[config.mk]
export PLATFORM = sky130hd
export DESIGN_NAME = vend_sequencer
export DESIGN_NICKNAME = d
export VERILOG_FILES = /design/src/rtl/vend_sequencer.sv
export SDC_FILE = /design/constraint.sdc
export NUM_CORES = 1
export LEC_CHECK = 0
export ABC_AREA = 1
export CAP_MARGIN = 20
export CORE_ASPECT_RATIO = 0.5
export CORE_MARGIN = 3
export CORE_UTILIZATION = 48
export CTS_CLUSTER_SIZE = 40
export DETAILED_ROUTE_END_ITERATION = 16
export PLACE_DENSITY = 0.75
export SLEW_MARGIN = 10
export SYNTH_ARGS = -nofsm -noshare
export SYNTH_HDL_FRONTEND = slang
export SYNTH_SLANG_ARGS = --single-unit
export TNS_END_PERCENT = 100
[constraint.sdc]
create_clock -name clk -period 1.5 [get_ports clk]
set_input_delay 0.15 -clock clk [delete_from_list [all_inputs] [get_ports clk]]
set_output_delay 0.15 -clock clk [all_outputs]
set_load 0.02 [all_outputs]
[src/rtl/vend_sequencer.sv]
// Vending-machine control FSM: accumulates coin credit, vends on select, then
// pays change (or a cancel refund) out one unit at a time, GAP cycles apart.
module vend_sequencer #(
  parameter int PRICE       = 5,
  parameter int VEND_CYCLES = 4,
  parameter int GAP         = 3
) (
  input  logic       clk,
  input  logic       reset,
  input  logic       coin1,
  input  logic       coin2,
  input  logic       coin5,
  input  logic       select,
  input  logic       cancel,
  output logic [3:0] credit,
  output logic [3:0] change,
  output logic       vend,
  output logic       change_pulse,
  output logic       coin_reject,
  output logic       busy
);

  localparam int VW = (VEND_CYCLES > 1) ? $clog2(VEND_CYCLES) : 1;
  localparam int GW = (GAP > 1) ? $clog2(GAP) : 1;
  localparam logic [VW-1:0] VEND_LOAD = VW'(VEND_CYCLES - 1);
  localparam logic [GW-1:0] GAP_LOAD  = GW'(GAP - 1);
  localparam logic [3:0]    PRICE_C   = 4'(PRICE);

  typedef enum logic [1:0] {IDLE, CREDIT, VEND, PAYOUT} state_t;

  state_t          state, state_n;
  logic [3:0]      credit_n, change_n;
  logic            vend_n, pulse_n, reject_n, busy_n;
  logic [VW-1:0]   vcnt, vcnt_n;
  logic [GW-1:0]   gcnt, gcnt_n;
  logic [1:0]      coin_cnt;
  logic [3:0]      coin_val;
  logic            any_coin;

  always_comb begin
    coin_cnt = {1'b0, coin1} + {1'b0, coin2} + {1'b0, coin5};
    any_coin = coin1 | coin2 | coin5;
    coin_val = 4'd0;
    if (coin1) coin_val = 4'd1;
    if (coin2) coin_val = 4'd2;
    if (coin5) coin_val = 4'd5;
  end

  always_comb begin
    state_n  = state;
    credit_n = credit;
    change_n = change;
    vend_n   = 1'b0;
    pulse_n  = 1'b0;
    reject_n = 1'b0;
    busy_n   = busy;
    vcnt_n   = vcnt;
    gcnt_n   = gcnt;
    case (state)
      IDLE, CREDIT: begin
        // cancel beats select beats coins; a coin beside a taken command is refused
        if (cancel && credit != 4'd0) begin
          change_n = credit;
          credit_n = 4'd0;
          busy_n   = 1'b1;
          gcnt_n   = GAP_LOAD;
          state_n  = PAYOUT;
          reject_n = any_coin;
        end else if (select && credit >= PRICE_C) begin
          change_n = credit - PRICE_C;
          credit_n = 4'd0;
          vend_n   = 1'b1;
          busy_n   = 1'b1;
          vcnt_n   = VEND_LOAD;
          state_n  = VEND;
          reject_n = any_coin;
        end else if (any_coin) begin
          if (coin_cnt == 2'd1 && credit < PRICE_C) begin
            credit_n = credit + coin_val;
            state_n  = CREDIT;
          end else begin
            reject_n = 1'b1;
          end
        end
      end
      VEND: begin
        reject_n = any_coin;
        if (vcnt == '0) begin
          gcnt_n  = GAP_LOAD;
          state_n = PAYOUT;
        end else begin
          vcnt_n = vcnt - 1'b1;
          vend_n = 1'b1;
        end
      end
      PAYOUT: begin
        reject_n = any_coin;
        if (change == 4'd0) begin
          busy_n  = 1'b0;
          state_n = IDLE;
        end else if (gcnt == '0) begin
          pulse_n  = 1'b1;
          change_n = change - 4'd1;
          gcnt_n   = GAP_LOAD;
        end else begin
          gcnt_n = gcnt - 1'b1;
        end
      end
      default: state_n = IDLE;
    endcase
  end

  always_ff @(posedge clk or posedge reset) begin
    if (reset) begin
      state        <= IDLE;
      credit       <= 4'd0;
      change       <= 4'd0;
      vend         <= 1'b0;
      change_pulse <= 1'b0;
      coin_reject  <= 1'b0;
      busy         <= 1'b0;
      vcnt         <= '0;
      gcnt         <= '0;
    end else begin
      state        <= state_n;
      credit       <= credit_n;
      change       <= change_n;
      vend         <= vend_n;
      change_pulse <= pulse_n;
      coin_reject  <= reject_n;
      busy         <= busy_n;
      vcnt         <= vcnt_n;
      gcnt         <= gcnt_n;
    end
  end

endmodule

# [After elaboration in Yosys (flattened, before gate mapping)]
# Cells that the tools add are included.
[word_totals] register_bits=18
[op_classes] addsub=7 magnitude_cmp=2 n_eq_ne=15 mux=44 n_bitwise=2 reduce_logical=20
[op_table] cell="2-to-1 mux 4 bit" count=10
[op_table] cell="2-to-1 mux 2 bit" count=13
[op_table] cell="!= test 2 bit (second input constant)" count=8
[op_table] cell="2-to-1 mux 1 bit" count=14
[op_table] cell="case mux 2 bit (3 select lines)" count=2
[op_table] cell="AND reduction 4 bit" count=3
[op_table] cell="AND reduction 3 bit" count=3
[op_table] cell="!= test 4 bit (second input constant)" count=2
[op_table] cell="case mux 4 bit (2 select lines)" count=1
[op_table] cell="logical NOT 2 bit" count=3
[op_table] cell="case mux 1 bit (2 select lines)" count=3
[op_table] cell="nonzero test 3 bit" count=2
[op_table] cell="adder 4 bit" count=1
[op_table] cell="equality test 2 x 1 -> 1 bit (second input constant)" count=2
[op_table] cell="equality test 2 bit (second input constant)" count=2
[op_table] cell=">= comparator 4 x 3 -> 1 bit (second input constant)" count=1
[op_table] cell="logical NOT 4 bit" count=1
[op_table] cell="< comparator 4 x 3 -> 1 bit (second input constant)" count=1
[op_table] cell="case mux 2 bit (2 select lines)" count=1
[op_table] cell="nonzero test 2 bit" count=2
[op_table] cell="nonzero test 4 bit" count=1
[op_table] cell="OR reduction 2 bit" count=2
[op_table] cell="subtractor 2 x 1 -> 2 bit (second input constant)" count=2
[op_table] cell="subtractor 4 x 1 -> 4 bit (second input constant)" count=1
[op_table] cell="other kinds (6)" count=9

# [Depth between registers and ports, before layout]
[logic_depth] word_depth=9 depth_mapped=12 depth_no_buf=12

# [Worst setup path before layout]
# No wires, ideal clock.
[synth_path] kind="register -> register" start="register credit[1]" end="register credit[2]" arrival_ns=1.466 required_ns=1.373 path_slack_ns=-0.093 path_stages_with_launch=11 n_path_buf=0 synth_period_minus_slack_ns=1.593 path_cell_list="dfrtp_1 inv_1 ha_1 inv_1 nor2_1 nand2_1 nand2_2 nand2_2 nand2_4 o21ai_2 a21oi_2"
[synth_via] elab_chain_cells=5
[synth_rtl] element="start, declared" line="15" source="output logic [3:0] credit,"
[synth_rtl] element="start signal, assigned" line="126" source="credit <= credit_n;"
[synth_rtl] element="adder 4 bit" line="79" source="credit_n = credit + coin_val;"
[synth_rtl] element="2-to-1 mux 4 bit" line="78" source="if (coin_cnt == 2'd1 && credit < PRICE_C) begin"
[synth_rtl] element="2-to-1 mux 4 bit" line="77" source="end else if (any_coin) begin"
[synth_rtl] element="2-to-1 mux 4 bit" line="69" source="end else if (select && credit >= PRICE_C) begin"
[synth_rtl] element="2-to-1 mux 4 bit" line="62" source="if (cancel && credit != 4'd0) begin"
# Several ways; a longest one is shown, not always the timed one. The select of a mux whose other input is x is not followed.
# A chain may end at the register's enable or synchronous reset.

# [Worst setup path after layout]
[layout_path] start="register credit[0]" end="register vcnt[1]"
[layout_via] elab_chain_cells=4
[layout_rtl] element=">= comparator 4 x 3 -> 1 bit / nonzero test 4 bit (equally long branches)" line="69, 62"
[layout_rtl] element="logical AND 1 bit (on tied branches)" line="69, 62"
[layout_rtl] element="!= test 2 bit (no source line)"
[layout_rtl] element="AND reduction 4 bit (no source line) *"
[layout_rtl] element="end signal, assigned" line="132" source="vcnt <= vcnt_n;"
[layout_rtl] element="end, declared" line="34" source="logic [VW-1:0] vcnt, vcnt_n;"
# Every way passes the cells marked *; elsewhere a longest branch is shown, timed or not.

==> metrics.yaml <==
place:
  gp_congestion: 0.808
  dp_hpwl_mm: 2.05
  preCtsSetupSlack_ps: -436
  placed_area_um2: 1590
  port_buffers: 18
setup_path:
  arrival_ps: 1650
  end_kind: "register"
  crit_type: "register to register"
  worstSetupStartpointType: "register"
  r2r_slack_ps: -6
  cp.required_ps: 1640
  cp_max_fo: 5
sta:
  period_minus_slack_ps: 1510
  report.final.slew_viol_count: 0
  finalWorstSetupSlack_ps: -6.10
  max_freq_mhz: 664
  worst_pin_slew_ps: 345
  setup_viol: 1
  fin_tns_setup_ps: -6.10
  whs_ps: 198
  relSlewSlack_pct: 77.0
  hold_viol_final: 0
  rsz0062_at_grt: "true"
  finalCritPeriodShare_pct: 100
  finalClockSkew_ps: 8.06
floorplan:
  rows: 12
  start_util_pct: 53.7
  dieArea_um2: 3320
  die_h_um: 42.3
  coreArea_um2: 2360
  ios: 19
  die_w_um: 78.6
routing:
  drc: 0
  dr.pass1.iters: 4
  post_drt_via_cell_ratio: 4.83
  routedWlPerCell_um: 12.0
  via_count: 1107
  postRouteWirelength_mm: 2.75
  first_iter_violations: 53
  drtAntennaViolNets: 0
clocking:
  cts_sinks: 18
  cts_tree: "built"
  ctsHoldBuffers: 0
  clkLatencyLatePin_ps: 260
  cts_made_buffers: 3
  cts_buffer_depth: 2
  clk_pin_slew_ps: 80
  htree_levels: 1
  root_buffer: "clkbuf_8"
min_path:
  hp-class: "primary input to asynchronous set/reset pin"
finish:
  final_common_cell: "nand2_1"
  mostFrequentLayoutCells: "nand2_1, inv_1, dfrtp_1, buf_4, nand3_1"
  syn_to_final_growth_pct: 38.8
  drive_gt1_share_pct: 33.5
  antenna_cells: 0
  layout.nets: 214
  fin_area_um2: 1760
logic_synthesis:
  ys_seq_elements: 18
  syn_inst: 156
  yosysWarningCount: 0
  synth_area_um2: 1260
  synth_nets: 175
  synth_cell_types: 23
  synth.avg_cell_area_um2: 8.11
  ys_seq_area_share_pct: 35.6
power:
  ir_drop_mv: 1.07
  power.density_nw_per_um2: 2150
  p_leak_nw: 0.920
global_routing:
  antenna_found_initial: 0
  grt_max_degree: 19
  grt_first_pass_wirelength_mm: 4.83
  grt_pass1_vias: 1076
  grtUsageTotal_pct: 18.9
  gr-total-overflow: 0
run_status:
  outcome: "finished, violations left"
  violations: "setup timing"
flow_run:
  max_cap_violations: 0
## per-stage QoR
| stage | power [W] | util [%] | instances |
|---|---|---|---|
| global placement | 0.00312 | 67.5 | 220 |
| floorplan | 0.00247 | - | 156 |
| finish | 0.00378 | 74.5 | 229 |
| CTS | 0.00362 | 71.7 | 228 |
| detailed placement | 0.00316 | 67.5 | 220 |
| global route | 0.00413 | 74.5 | 229 |
## cell type report
cell class / count / area [um2]
inverters: 26 / 100
flip-flops and latches: 18 / 454
repair buffers: 34 / 299
well taps: 35 / 43.8
clock buffers: 4 / 45.0
multi-input cells: 112 / 813
fillers: 165 / 602
## synthesized netlist by cell type (all sizes together)
master | instances | share of area [%]
a31oi | 1 | 0.49
xor2 | 2 | 1.4
fa | 2 | 3.2
a21oi | 3 | 1.5
nand3 | 15 | 5.9
nand2 | 43 | 17
inv | 26 | 7.7
a21boi | 1 | 0.59
nor3 | 1 | 0.40
nor2 | 20 | 9.1
ha | 10 | 9.9
xnor2 | 1 | 0.69
a22oi | 1 | 0.99
nand3b | 1 | 0.59
o21ai | 11 | 5.2
dfrtp | 18 | 36
## worst paths after layout
path,from,to,depth (start not counted)
worst min-delay path,reset,change[2],3
max in group asynchronous,reset,credit[1],3
min in group clk,gcnt[0],gcnt[0],2
worst min register to register,gcnt[0],gcnt[0],2
worst max register to register,credit[0],vcnt[1],11
worst max-delay path,credit[0],vcnt[1],11
## critical path, stage by stage (launching register included)
cell and delay (ps):
dfrtp_2 440, inv_2 70, ha_4 180, inv_4 70, nor2_4 30, nand2_2 80
nand2_4 60, buf_4 140, nor2_4 140, nor2_4 60, nand2_1 60, o21ai_1 60
## logic make-up (layout without fill, tap and decap cells)
group                    Yosys count  after routing  synth area share [%]
XOR/XNOR                           3              3                  2.08
adder cells (fa/ha/maj)           12             12                  13.1
flip-flops                        18             18                  35.6
AO/OA/AOI/OAI                     17             17                  8.80
AND/OR/NAND/NOR                   80             80                  32.7
buffers and inverters             26             64                  7.71
## timing repair
action | CTS | global route
pin swaps | 15 | 9
gates resized for setup | 18 | 15
setup endpoints to repair | 12 | 15
setup buffers | 4 | 1
## report_power, final
part / switching (W) / leakage, nW / internal [W]
clock network: 0.000173 / 0.0228 / 0.000189
registers: 0.000226 / 0.213 / 0.000708
logic: 0.00141 / 0.684 / 0.00107
total: 0.00181 / 0.920 / 0.00197
## registers in the layout (all words and copies together), names as in the netlist
register	cells
vend	1
change_pulse	1
coin_reject	1
state	2
vcnt	2
change	4
gcnt	2
credit	4
busy	1
## per-layer routing
metal / wire, um / vias to the layer above / GRT usage (%)
met3: 122 / 4 / 5.15
met5: 0 / - / 0
met2: 1280 / 17 / 31.5
met4: 38 / 0 / 6.27
li1: - / 571 / -
met1: 1310 / 515 / 23.7
(Power assumes the default switching activity.)
==> patch (same flow settings) <==
The 4 states of `state_t` get a Gray code encoding in 2 bits.
--- a/src/rtl/vend_sequencer.sv
+++ b/src/rtl/vend_sequencer.sv
@@ -28,3 +28,3 @@
 
-  typedef enum logic [1:0] {IDLE, CREDIT, VEND, PAYOUT} state_t;
+  typedef enum logic [1:0] {IDLE = 2'b00, CREDIT = 2'b01, VEND = 2'b11, PAYOUT = 2'b10} state_t;
 
Function: same outputs for any inputs over 10 cycles, from zero or initial values and one cycle with reset high; not proved beyond that.
==> patch against the unedited design <==
- critical path depth decreased by 3
- combinational power grew 3%
- area after synthesis up 5.7%
- die area grew 5.1%
- cell area is 1.0% higher
- wire length grew 0.47%
- setup slack better by 0.027 ns
- power increased by 1.1%
- clock skew decreased by 0.0020 ns
- sequential cell count unchanged
- synthesized cell count is 5.1% higher
- largest cell class unchanged
==> patch: results (changes against the unedited design) <==
.. list-table::
   :header-rows: 1

   * - Metric
     - Value
   * - Capture point of the worst reg-to-reg path
     - busy
   * - Layout net count
     - 216 (+0.93%)
   * - Total routing resource utilization after global routing
     - 18.4% (-0.51 points)
   * - Number of iterations in the first detailed-routing pass
     - 4 (unchanged)
   * - Worst ir drop on vdd
     - 814 uV (-24%)
   * - Largest registers in the final layout
     - change (4), credit (4)
   * - Port Buffers
     - 18 (unchanged)
   * - Setup slack on the worst flop-to-flop path
     - 0.02 ns (+0.03 ns)
   * - Fraction of the yosys area taken by sequential cells
     - 33.7% (-1.9 points)
   * - Post-detailed-routing wire length
     - 2770 um (+0.47%)
   * - Library cells used by synthesis
     - 31 (+35%)
   * - Clock tree root driver cell
     - sky130_fd_sc_hd__clkbuf_8
   * - Outcome
     - completed
   * - Worst slew margin relative to its limit
     - 76.0% (-1.0 points)
   * - List of most frequent post-synthesis cells
     - sky130_fd_sc_hd__nand2_1, sky130_fd_sc_hd__inv_1, sky130_fd_sc_hd__dfrtp_1, sky130_fd_sc_hd__nand3_1, sky130_fd_sc_hd__ha_1
   * - First-pass GRT wire length
     - 4800 um (-0.72%)
   * - Worst hold slack after final layout
     - 0.216 ns (+0.0177 ns)
   * - Violation count after the first detailed-route iteration
     - 20 (-62%)
   * - Filler cell count in the final layout
     - 197 (+19%)
   * - LEAKAGE
     - 0.922 nW (+0.27%)
   * - Post-synthesis net count
     - 184 (+5.1%)
   * - Layout cell share with drive strength beyond 1
     - 26.2% (-7.4 points)
   * - Cell depth of the worst flop-to-flop path
     - 8 (-3)
   * - Sum of net half-perimeters after detailed placement
     - 2160 um (+5.0%)
   * - Met3 global-route usage
     - 4.45% (-0.70 points)
   * - Diodes inserted
     - 0 (unchanged)
   * - Post-detailed-route via-to-cell ratio
     - 4.90 (+1.3%)
   * - Number of global-route vias before repair
     - 1092 (+1.5%)
   * - Final setup skew
     - 0.00605 ns (-0.00201 ns)
   * - Instance area at placement
     - 1640 sq um (+3.1%)
   * - Final GP Congestion
     - 0.789 (-2.3%)
   * - GR met2 Demand/Resource
     - 29.1% (-2.4 points)
   * - Cells taking the most area after synthesis
     - sky130_fd_sc_hd__dfrtp_1, sky130_fd_sc_hd__nand2_1, sky130_fd_sc_hd__ha_1
[patch: changes by cell type after synthesis, moves of 2 or more]
cell / change
sky130_fd_sc_hd__nand2_1: +9
sky130_fd_sc_hd__inv_1: -3
sky130_fd_sc_hd__nand2_2: -3
sky130_fd_sc_hd__nand3_1: +3
sky130_fd_sc_hd__nor2_2: -3
sky130_fd_sc_hd__nor2_4: -3
sky130_fd_sc_hd__o21ai_2: -3
sky130_fd_sc_hd__inv_4: +2
sky130_fd_sc_hd__nor2_1: -2
sky130_fd_sc_hd__o21ai_0: +2
[patch: stage by stage]
stage / cells / power [mW] / setup slack, ns
2_1_floorplan: 164 / 2.59 / -0.00750
3_3_place_gp: 225 / 3.25 / -0.373
3_5_place_dp: 225 / 3.31 / -0.455
4_1_cts: 230 / 3.71 / -0.0108
5_1_grt: 230 / 4.22 / -0.0869
6_report: 230 / 3.82 / 0.0204
[patch: final cells by class]
class	instances	area, sq um	share of cell area (%)
Timing Repair Buffer	27	253	14.3
Multi-Input combinational cell	120	872	49.2
Sequential cell	18	454	25.6
Clock buffer	4	45.0	2.54
Inverter	26	105	5.93
Tap cell	35	43.8	2.47
[patch: critical path, cell delays in order (launching register included)]
cell and delay, ns:
sky130_fd_sc_hd__dfrtp_2 0.44, sky130_fd_sc_hd__inv_2 0.10, sky130_fd_sc_hd__ha_2 0.19, sky130_fd_sc_hd__nand2_4 0.09, sky130_fd_sc_hd__a21oi_4 0.26, sky130_fd_sc_hd__nand2_4 0.12, sky130_fd_sc_hd__nand3_1 0.11, sky130_fd_sc_hd__nand2_1 0.06
sky130_fd_sc_hd__nand2_1 0.05
[patch: power by group]
group / switching [mW] / internal, mW / leakage (nW)
Combinational: 1.50 / 1.05 / 0.681
Clock: 0.160 / 0.189 / 0.0228
Sequential: 0.217 / 0.705 / 0.219
Total: 1.88 / 1.94 / 0.922
[patch: timing repair]
item                       4_1_cts  5_1_grt
setup endpoints to repair       13       14
buffers inserted                 1        0
pin swaps                        7       11
gates resized for setup         16       15
[patch: worst max-delay path by stage]
stage                       end  depth (start not counted)  slack (ns)       from
floorplan           coin_reject                          9      -0.007  credit[1]
finish                     busy                          8        0.02  credit[0]
global placement      credit[3]                          8       -0.37      coin1
detailed placement    credit[3]                          8       -0.46      coin2
global route          change[3]                          8       -0.09  credit[0]
CTS                   credit[3]                          8       -0.01      coin2
[patch: metal layers]
| metal | up-vias | share of wire (%) |
|---|---|---|
| met2 | 21 | 47 |
| li1 | 588 | - |
| met5 | - | 0 |
| met1 | 515 | 48 |
| met3 | 2 | 3.8 |
| met4 | 0 | 0.98 |
[patch: kinds of logic after synthesis]
kind of cell | synth area share [%]
fa+ha+maj | 13.3
xor+xnor | 1.31
flops | 33.7
compound gates | 11.3
simple gates | 32.7
buf+inv | 7.67
